<file path="src/rtl/nand_logic_pkg.sv">
// Shared definitions for the NAND logic unit: op encodings, default sizes and buffer states.
package nand_logic_pkg;

    localparam int unsigned DefWidth = 4;
    localparam int unsigned DefCntW  = 8;

    localparam logic [2:0] OP_IMP  = 3'd0;  // ~a | b
    localparam logic [2:0] OP_CIMP = 3'd1;  // a | ~b
    localparam logic [2:0] OP_NAND = 3'd2;
    localparam logic [2:0] OP_AND  = 3'd3;
    localparam logic [2:0] OP_OR   = 3'd4;
    localparam logic [2:0] OP_NOR  = 3'd5;
    localparam logic [2:0] OP_XOR  = 3'd6;
    localparam logic [2:0] OP_XNOR = 3'd7;

    // One-entry output buffer occupancy.
    typedef enum logic [0:0] {
        StEmpty = 1'b0,
        StFull  = 1'b1
    } buf_state_e;

endpackage

</file>
<file path="src/rtl/nand_bitwise_op.sv">
// Gate-level bitwise logic: every function and the op-select mux are built from 2-input NANDs.
module nand_bitwise_op
    import nand_logic_pkg::*;
#(
    parameter int unsigned WIDTH = DefWidth
) (
    input  logic [WIDTH-1:0] a_i,
    input  logic [WIDTH-1:0] b_i,
    input  logic [2:0]       op_i,
    output logic [WIDTH-1:0] y_o
);

    // Inverted select lines, shared by all bit slices.
    wire [2:0] op_n;

    for (genvar s = 0; s < 3; s++) begin : g_sel_inv
        nand u_inv (op_n[s], op_i[s], op_i[s]);
    end

    for (genvar i = 0; i < WIDTH; i++) begin : g_bit
        wire na, nb, n_ab, and_r, imp_r, cimp_r, or_r, nor_r;
        wire t_a, t_b, xor_r, xnor_r;

        nand u_na   (na,     a_i[i], a_i[i]);
        nand u_nb   (nb,     b_i[i], b_i[i]);
        nand u_nab  (n_ab,   a_i[i], b_i[i]);
        nand u_and  (and_r,  n_ab,   n_ab);
        nand u_imp  (imp_r,  a_i[i], nb);
        nand u_cimp (cimp_r, b_i[i], na);
        nand u_or   (or_r,   na,     nb);
        nand u_nor  (nor_r,  or_r,   or_r);
        // Classic 4-NAND XOR, reusing n_ab as the first gate.
        nand u_xa   (t_a,    a_i[i], n_ab);
        nand u_xb   (t_b,    b_i[i], n_ab);
        nand u_xor  (xor_r,  t_a,    t_b);
        nand u_xnor (xnor_r, xor_r,  xor_r);

        // Op encodings pair up so op[0] picks within {IMP,CIMP},{NAND,AND},{OR,NOR},{XOR,XNOR}.
        wire [3:0] l1_d0, l1_d1, l1_p, l1_q, l1_y;
        wire [1:0] l2_p, l2_q, l2_y;
        wire       l3_p, l3_q;

        assign l1_d0 = {xor_r,  or_r,  n_ab,  imp_r};
        assign l1_d1 = {xnor_r, nor_r, and_r, cimp_r};

        for (genvar k = 0; k < 4; k++) begin : g_l1
            nand u_p (l1_p[k], l1_d1[k], op_i[0]);
            nand u_q (l1_q[k], l1_d0[k], op_n[0]);
            nand u_y (l1_y[k], l1_p[k],  l1_q[k]);
        end

        for (genvar k = 0; k < 2; k++) begin : g_l2
            nand u_p (l2_p[k], l1_y[2*k+1], op_i[1]);
            nand u_q (l2_q[k], l1_y[2*k],   op_n[1]);
            nand u_y (l2_y[k], l2_p[k],     l2_q[k]);
        end

        nand u_l3p (l3_p,   l2_y[1], op_i[2]);
        nand u_l3q (l3_q,   l2_y[0], op_n[2]);
        nand u_l3y (y_o[i], l3_p,    l3_q);
    end

endmodule

</file>
<file path="src/rtl/nand_logic_unit.sv">
// Self-checking logic stage: NAND-network and behavioural results captured into a one-entry
// valid/ready buffer, with a saturating count of accepted disagreements.
module nand_logic_unit
    import nand_logic_pkg::*;
#(
    parameter int unsigned WIDTH = DefWidth,
    parameter int unsigned CNT_W = DefCntW
) (
    input  logic             clk,
    input  logic             reset,
    input  logic             in_valid,
    output logic             in_ready,
    input  logic [WIDTH-1:0] a,
    input  logic [WIDTH-1:0] b,
    input  logic [2:0]       op,
    input  logic             fault_inj,
    output logic             out_valid,
    input  logic             out_ready,
    output logic [WIDTH-1:0] s_gate,
    output logic [WIDTH-1:0] s_expr,
    output logic             mismatch,
    input  logic             clear_err,
    output logic [CNT_W-1:0] err_count
);

    buf_state_e       state_q, state_d;
    logic [WIDTH-1:0] s_gate_q, s_gate_d;
    logic [WIDTH-1:0] s_expr_q, s_expr_d;
    logic             mismatch_q, mismatch_d;
    logic [CNT_W-1:0] err_q, err_d;

    logic [WIDTH-1:0] gate_raw, gate_cap, expr_res;
    logic             accept, release_out;

    nand_bitwise_op #(
        .WIDTH (WIDTH)
    ) u_gate (
        .a_i  (a),
        .b_i  (b),
        .op_i (op),
        .y_o  (gate_raw)
    );

    assign out_valid   = (state_q == StFull);
    assign in_ready    = !out_valid || out_ready;
    assign accept      = in_valid && in_ready;
    assign release_out = out_valid && out_ready;

    // Fault hook flips gate bit 0 so the comparison and counter can be exercised.
    always_comb begin
        gate_cap    = gate_raw;
        gate_cap[0] = gate_raw[0] ^ fault_inj;
    end

    // Behavioural reference result.
    always_comb begin
        expr_res = '0;
        case (op)
            OP_IMP:  expr_res = ~a | b;
            OP_CIMP: expr_res = a | ~b;
            OP_NAND: expr_res = ~(a & b);
            OP_AND:  expr_res = a & b;
            OP_OR:   expr_res = a | b;
            OP_NOR:  expr_res = ~(a | b);
            OP_XOR:  expr_res = a ^ b;
            OP_XNOR: expr_res = ~(a ^ b);
            default: expr_res = '0;
        endcase
    end

    // Buffer next state and capture; an accept wins over a simultaneous release.
    always_comb begin
        state_d    = state_q;
        s_gate_d   = s_gate_q;
        s_expr_d   = s_expr_q;
        mismatch_d = mismatch_q;
        if (accept) begin
            state_d    = StFull;
            s_gate_d   = gate_cap;
            s_expr_d   = expr_res;
            mismatch_d = (gate_cap != expr_res);
        end else if (release_out) begin
            state_d = StEmpty;
        end
    end

    // Saturating error counter; clear overrides a same-cycle increment.
    always_comb begin
        err_d = err_q;
        if (clear_err) begin
            err_d = '0;
        end else if (accept && (gate_cap != expr_res) && (err_q != {CNT_W{1'b1}})) begin
            err_d = err_q + CNT_W'(1);
        end
    end

    // State registers with synchronous reset.
    always_ff @(posedge clk) begin
        if (reset) begin
            state_q    <= StEmpty;
            s_gate_q   <= '0;
            s_expr_q   <= '0;
            mismatch_q <= 1'b0;
            err_q      <= '0;
        end else begin
            state_q    <= state_d;
            s_gate_q   <= s_gate_d;
            s_expr_q   <= s_expr_d;
            mismatch_q <= mismatch_d;
            err_q      <= err_d;
        end
    end

    assign s_gate    = s_gate_q;
    assign s_expr    = s_expr_q;
    assign mismatch  = mismatch_q;
    assign err_count = err_q;

endmodule

</file>
<file path="config.mk">
export PLATFORM = sky130hd
export DESIGN_NAME = nand_logic_unit
export DESIGN_NICKNAME = d
export VERILOG_FILES = /design/src/rtl/nand_logic_pkg.sv /design/src/rtl/nand_bitwise_op.sv /design/src/rtl/nand_logic_unit.sv
export SDC_FILE = /design/constraint.sdc
export NUM_CORES = 1
export LEC_CHECK = 0
export BUFFER_PORTS_ARGS = -buffer_cell sky130_fd_sc_hd__buf_2
export CAP_MARGIN = 15
export CORE_ASPECT_RATIO = 0.5
export CORE_MARGIN = 3
export CORE_UTILIZATION = 35
export DETAILED_ROUTE_END_ITERATION = 6
export HOLD_SLACK_MARGIN = 0.02
export PLACE_DENSITY_LB_ADDON = 0.12
export SYNTH_ARGS = -nofsm -noshare
export SYNTH_HDL_FRONTEND = slang
export SYNTH_SLANG_ARGS = --single-unit
</file>
<file path="constraint.sdc">
create_clock -name clk -period 2 [get_ports clk]
set_clock_uncertainty 0.1 [all_clocks]
set_input_delay 0.6 -clock clk [delete_from_list [all_inputs] [get_ports clk]]
set_output_delay 0.6 -clock clk [all_outputs]
set_load 0.01 [all_outputs]
</file>
-- Word-level counts from Yosys, hierarchy flattened
Index checks and enable logic that the tools add are counted.
- flip-flop bits (word level): 18
- bits in latches: 0
- bits in writable memories: 0
- bits in read-only memories: 0
- input bits: 17
- output and inout port bits: 19
- word-level logic and storage cells: 273
- memories: 0
- $add $sub $neg: 1
- multiply operators: 0
- divide/modulo/power cells: 0
- order comparisons: 0
- eq/ne operators: 9
- shift-type cells: 0
- muxes and demuxes: 3
- bitwise gates (word level): 246
- reduce and logical (&&, ||, !) cells: 9
- operators with widths (kind ; number):
    1-bit inverter ; 123
    1-bit bitwise AND ; 112
    4-bit one-hot mux with 8 select lines ; 1
    4-bit inverter ; 5
    3-bit == test (second input constant) ; 4
    4-bit bitwise OR ; 3
    8-bit by 1-bit adder with 8-bit output (second input constant) ; 1
    8-bit != test (second input constant) ; 1
    3-bit by 2-bit == test with 1-bit output (second input constant) ; 2
    4-bit bitwise AND ; 1
    1-bit logical AND ; 4
    4-bit != test ; 1
    4-bit XOR ; 1
    3-bit by 1-bit == test with 1-bit output (second input constant) ; 1
    3-bit logical NOT ; 1
    1-bit 2-to-1 mux ; 2
    2-bit nonzero test ; 1
    2-bit OR reduction ; 1
    1-bit logical NOT ; 1
    1-bit logical OR ; 1
    1-bit XOR ; 1

-- Logic depth before layout (Yosys ltp)
- depth in word-level cells: 22
- depth in mapped cells: 7
- gate-level depth less buffers: 7

-- Cells and area by module
A second synthesis with hierarchy kept.
- cell total of the unflattened synthesis: 230
- area total of the unflattened synthesis: 1876.8 µm²
- by module, submodules not included (module ; instances ; cells an instance ; area an instance (µm²) ; seq. area each (µm²)):
    nand_logic_unit ; 1 ; 169 ; 1392.6 ; 360.3
    nand_bitwise_op ; 1 ; 61 ; 484.2 ; 0.0

-- Worst setup path after synthesis
OpenSTA, ideal clock, no wires.
- kind: input-to-reg
- start point: input a[0]
- end point: register s_gate_q[0] (netlist: s_gate[0])
- library setup time: 88 ps
- arrival: 1764 ps
- required time: 1812 ps
- path slack: 48 ps
- stages: 7
- buffers on the path: 0
- path through: inv_1 -> ha_1 -> a22oi_1 -> or2_1 -> a32oi_1 -> or3_1 -> a311oi_2
- cells in the longest elaborated chain, start to end: 19
- elaborated cells between the ends (all ways): 58
- those cells by class: 58 x bitwise
- ends and longest elaborated chain (what ; line ; text):
    start, declared ; nand_logic_unit.sv:13 ; input logic [WIDTH-1:0] a,
    1-bit bitwise AND ; nand_bitwise_op.sv:26 ; nand u_nab (n_ab, a_i[i], b_i[i]);
    1-bit inverter ; nand_bitwise_op.sv:26 ;
    1-bit bitwise AND, on equally long branches ; nand_bitwise_op.sv:33, nand_bitwise_op.sv:34 ;
    1-bit inverter, on equally long branches ; nand_bitwise_op.sv:33, nand_bitwise_op.sv:34 ;
    1-bit bitwise AND ; nand_bitwise_op.sv:35 ; nand u_xor (xor_r, t_a, t_b);
    1-bit inverter ; nand_bitwise_op.sv:35 ;
    1-bit bitwise AND ; nand_bitwise_op.sv:48 ; nand u_q (l1_q[k], l1_d0[k], op_n[0]);
    1-bit inverter ; nand_bitwise_op.sv:48 ;
    [3 not listed] ; -- ;
    1-bit inverter ; nand_bitwise_op.sv:53 ; nand u_p (l2_p[k], l1_y[2*k+1], op_i[1]);
    1-bit bitwise AND ; nand_bitwise_op.sv:55 ; nand u_y (l2_y[k], l2_p[k], l2_q[k]);
    1-bit inverter ; nand_bitwise_op.sv:55 ;
    1-bit bitwise AND ; nand_bitwise_op.sv:58 ; nand u_l3p (l3_p, l2_y[1], op_i[2]);
    1-bit inverter ; nand_bitwise_op.sv:58 ;
    1-bit bitwise AND * ; nand_bitwise_op.sv:60 ; nand u_l3y (y_o[i], l3_p, l3_q);
    1-bit inverter * ; nand_bitwise_op.sv:60 ;
    1-bit XOR * ; nand_logic_unit.sv:52 ; gate_cap[0] = gate_raw[0] ^ fault_inj;
    end signal, assigned ; nand_logic_unit.sv:107 ; s_gate_q <= s_gate_d;
    end, declared ; nand_logic_unit.sv:27 ; logic [WIDTH-1:0] s_gate_q, s_gate_d;
Every way passes the cells marked *; elsewhere a longest branch is shown, timed or not.
A chain may end at the register's enable or synchronous reset.

-- Worst setup path in the final report
Same ends and word-level chain as after synthesis.

==> metrics.yaml <==
peakVddDrop_v: 0.000297
cts.path.max_buffers: 2
drt-initial-drc-count: 17
drive_above_1_share_pct: 28.1
yosysMostFrequentCell: "dfxtp_1"
stdcell_area_mm2: 0.00158
path_cells: "buf_2, inv_1, ha_1, a22oi_1, or2_1, a32oi_1, or3_1, a311oi_2"
crit_start: "a[0]"
cts_tree: "yes"
hold_start: "s_expr[0]$_SDFFE_PP0P_"
syn_nets: 188
crit_arrival_ps: 1970
grt_pass1_wl_um: 4270
finalHoldViolCount: 0
p_clk_share_pct: 33.8
r2r_slack_ps: 350
grt_antenna_before_repair: 0
synthTopCellsByArea: "dfxtp_1 (28%), ha_1 (16%), xnor2_1 (6.8%)"
holdPathEnd: "s_expr[0]$_SDFFE_PP0P_"
async_reset_ff_share_pct: 0
worst-r2r-cell-count: 6
cts.sinks: 18
num-nets-final: 227
end_kind: "flop"
syn_area_mm2: 0.00129
setup_violations: 0
path_buf_inv: 2
numCtsBuffers: 3
cp_max_fo: 3
synthFlopType: "dfxtp_1"
timing.final.crit_share_pct: 94.8
drv_slew: 0
overflow: 0
ant_nets: 0
final_util_pct: 48.5
netlist_instances: 154
slew_headroom_pct: 72.5
synth.top_cell.area_share_pct: 27.9
synth_area_leader_cell: "dfxtp_1"
stdcell_count: 240
finalPower_uw: 869
tns_ps: 0
fp.dieW_um: 91.9
cp.required_ps: 2070
max_cap_viol_count: 0
switching_power_uw: 229
preCtsSetupSlack_ps: -162
port_buffers: 35
cp-start-kind: "primary input"
n_antenna_cell: 0
period_needed_ps: 1900
nFillCells: 337
leakage_nw: 0.713
clock_latency_ps: 250
die_area_mm2: 0.00450
cts_resized: 0
p_per_area_mw_per_mm2: 550
start_util_pct: 39.6
ys_seq_area_share_pct: 27.9
htree_levels: 1
dp_cells: 236
cts_root_buffer: "clkbuf_8"
place.gp.congestion: 0.756
critical_path.top_delay_family: "compound AO/OA/AOI/OAI gates"
place_hpwl_um: 2050
grt_usage_pct: 11.3
wirelength_um: 2520
clk_pin_slew_ps: 70
fmax_mhz: 527
fin_ws_ps: 103
via_per_inst: 4.68
swShare_pct: 26.3
rows: 14
wl_per_cell_um: 10.5
slowest_stage: "or3_1"
hold_path_depth: 2
combPwrFrac_pct: 21.9
outcome: "finished clean"
num_vias: 1122
dpl_cell_area_mm2: 0.00153
die_h_um: 49.0
yosys-top-cells-count: "dfxtp_1 (18), ha_1 (17), nor2_1 (14)"
grt_max_degree: 12
first_pass_iters: 4
critPathMaxStageDelay_ps: 380
avgSynthCellArea_um2: 8.38
yosysWarnings: 0
drc: 0
pwr-share-seq_pct: 44.3
internal_power_uw: 640
max_slew.worst_pin.slew_ps: 410
worstReg2RegEnd: "err_count[5]$_SDFFE_PP0P_"
post_cts_buffers: 0
rr_startpoint: "err_count[0]$_SDFFE_PP0P_"
ys_types: 39
ys_seq_elements: 18
syn_to_final_growth_pct: 22.4
coreArea_mm2: 0.00326
path_class: "primary input to flop"
cts_hold_buf: 0
io_pins: 36
hold_slack_ps: 361
synth_edf_count: 0
rsz0062_at_grt: "no"
hold_class: "flop to flop"
grt_pass1_vias: 968
## flip-flops by register name (all words and copies together) (netlist names)
register   cells
err_count      8
mismatch       1
out_valid      1
s_expr         4
s_gate         4
## power groups by stage
stage / clock [mW] / combinational (mW) / sequential, mW
after floorplan: 0 / 0.120 / 0.402
after global placement: 0 / 0.190 / 0.393
after detailed placement: 0 / 0.193 / 0.393
after CTS: 0.305 / 0.193 / 0.385
after global routing: 0.319 / 0.217 / 0.387
final: 0.293 / 0.191 / 0.385
## placed cells by master (no fill, tap or decap), drive strengths merged, types with 3 or more instances in the layout
| cell | netlist | final |
|---|---|---|
| inv | 10 | 10 |
| a21oi | 7 | 7 |
| and2b | 3 | 3 |
| nor2 | 14 | 14 |
| nor3 | 13 | 13 |
| nand3 | 4 | 4 |
| a211oi | 5 | 5 |
| xnor2 | 10 | 10 |
| buf | 7 | 42 |
| nand3b | 3 | 3 |
| dfxtp | 18 | 18 |
| a211o | 3 | 3 |
| nor2b | 9 | 9 |
| ha | 17 | 17 |
| clkbuf | 1 | 4 |
| nand2 | 6 | 6 |
| o21ai | 7 | 7 |
## cell families (layout without fill, tap and decap cells)
family	Yosys count	count (layout)	share of synthesized area (%)
simple gates	63	63	27.2
compound gates	27	27	13.9
flops	18	18	27.9
buf+inv	18	56	7.07
fa+ha+maj	17	17	16.5
xor+xnor	11	11	7.46
## worst max path at each step
stage	to	slack, ps	depth (start not counted)
2_1_floorplan	s_gate[0]$_SDFFE_PP0P_	50	7
5_1_grt	s_gate[0]$_SDFFE_PP0P_	60	8
3_3_place_gp	s_gate[0]$_SDFFE_PP0P_	-110	8
3_5_place_dp	s_gate[0]$_SDFFE_PP0P_	-160	8
4_1_cts	s_gate[0]$_SDFFE_PP0P_	100	8
6_report	s_gate[0]$_SDFFE_PP0P_	100	8
## routing by layer
metal | wire length [um] | up-vias | GRT usage [%] | part of all wire, %
li1 | - | 597 | - | -
met1 | 1200 | 506 | 14.9 | 47
met2 | 1210 | 19 | 18.4 | 48
met3 | 112 | 0 | 3.54 | 4.4
met4 | 0 | 0 | 2.22 | 0
met5 | 0 | - | 0 | 0
## cell type report
| cell class | count | area, um2 | share of cell area [%] |
|---|---|---|---|
| clock buffer | 4 | 55.1 | 3.48 |
| multi-input combinational | 118 | 840 | 53.1 |
| sequential | 18 | 360 | 22.8 |
| timing repair buffer | 42 | 228 | 14.4 |
| tap | 48 | 60.1 | 3.80 |
| inverter | 10 | 37.5 | 2.38 |
## tightest hold or removal path, delay by kind of cell, from the launching register on
kind             cells  cell delay, ps
AO/OA/AOI/OAI        1              50
flip-flops           1             310
AND/OR/NAND/NOR      1              50
(Power assumes the default switching activity.)
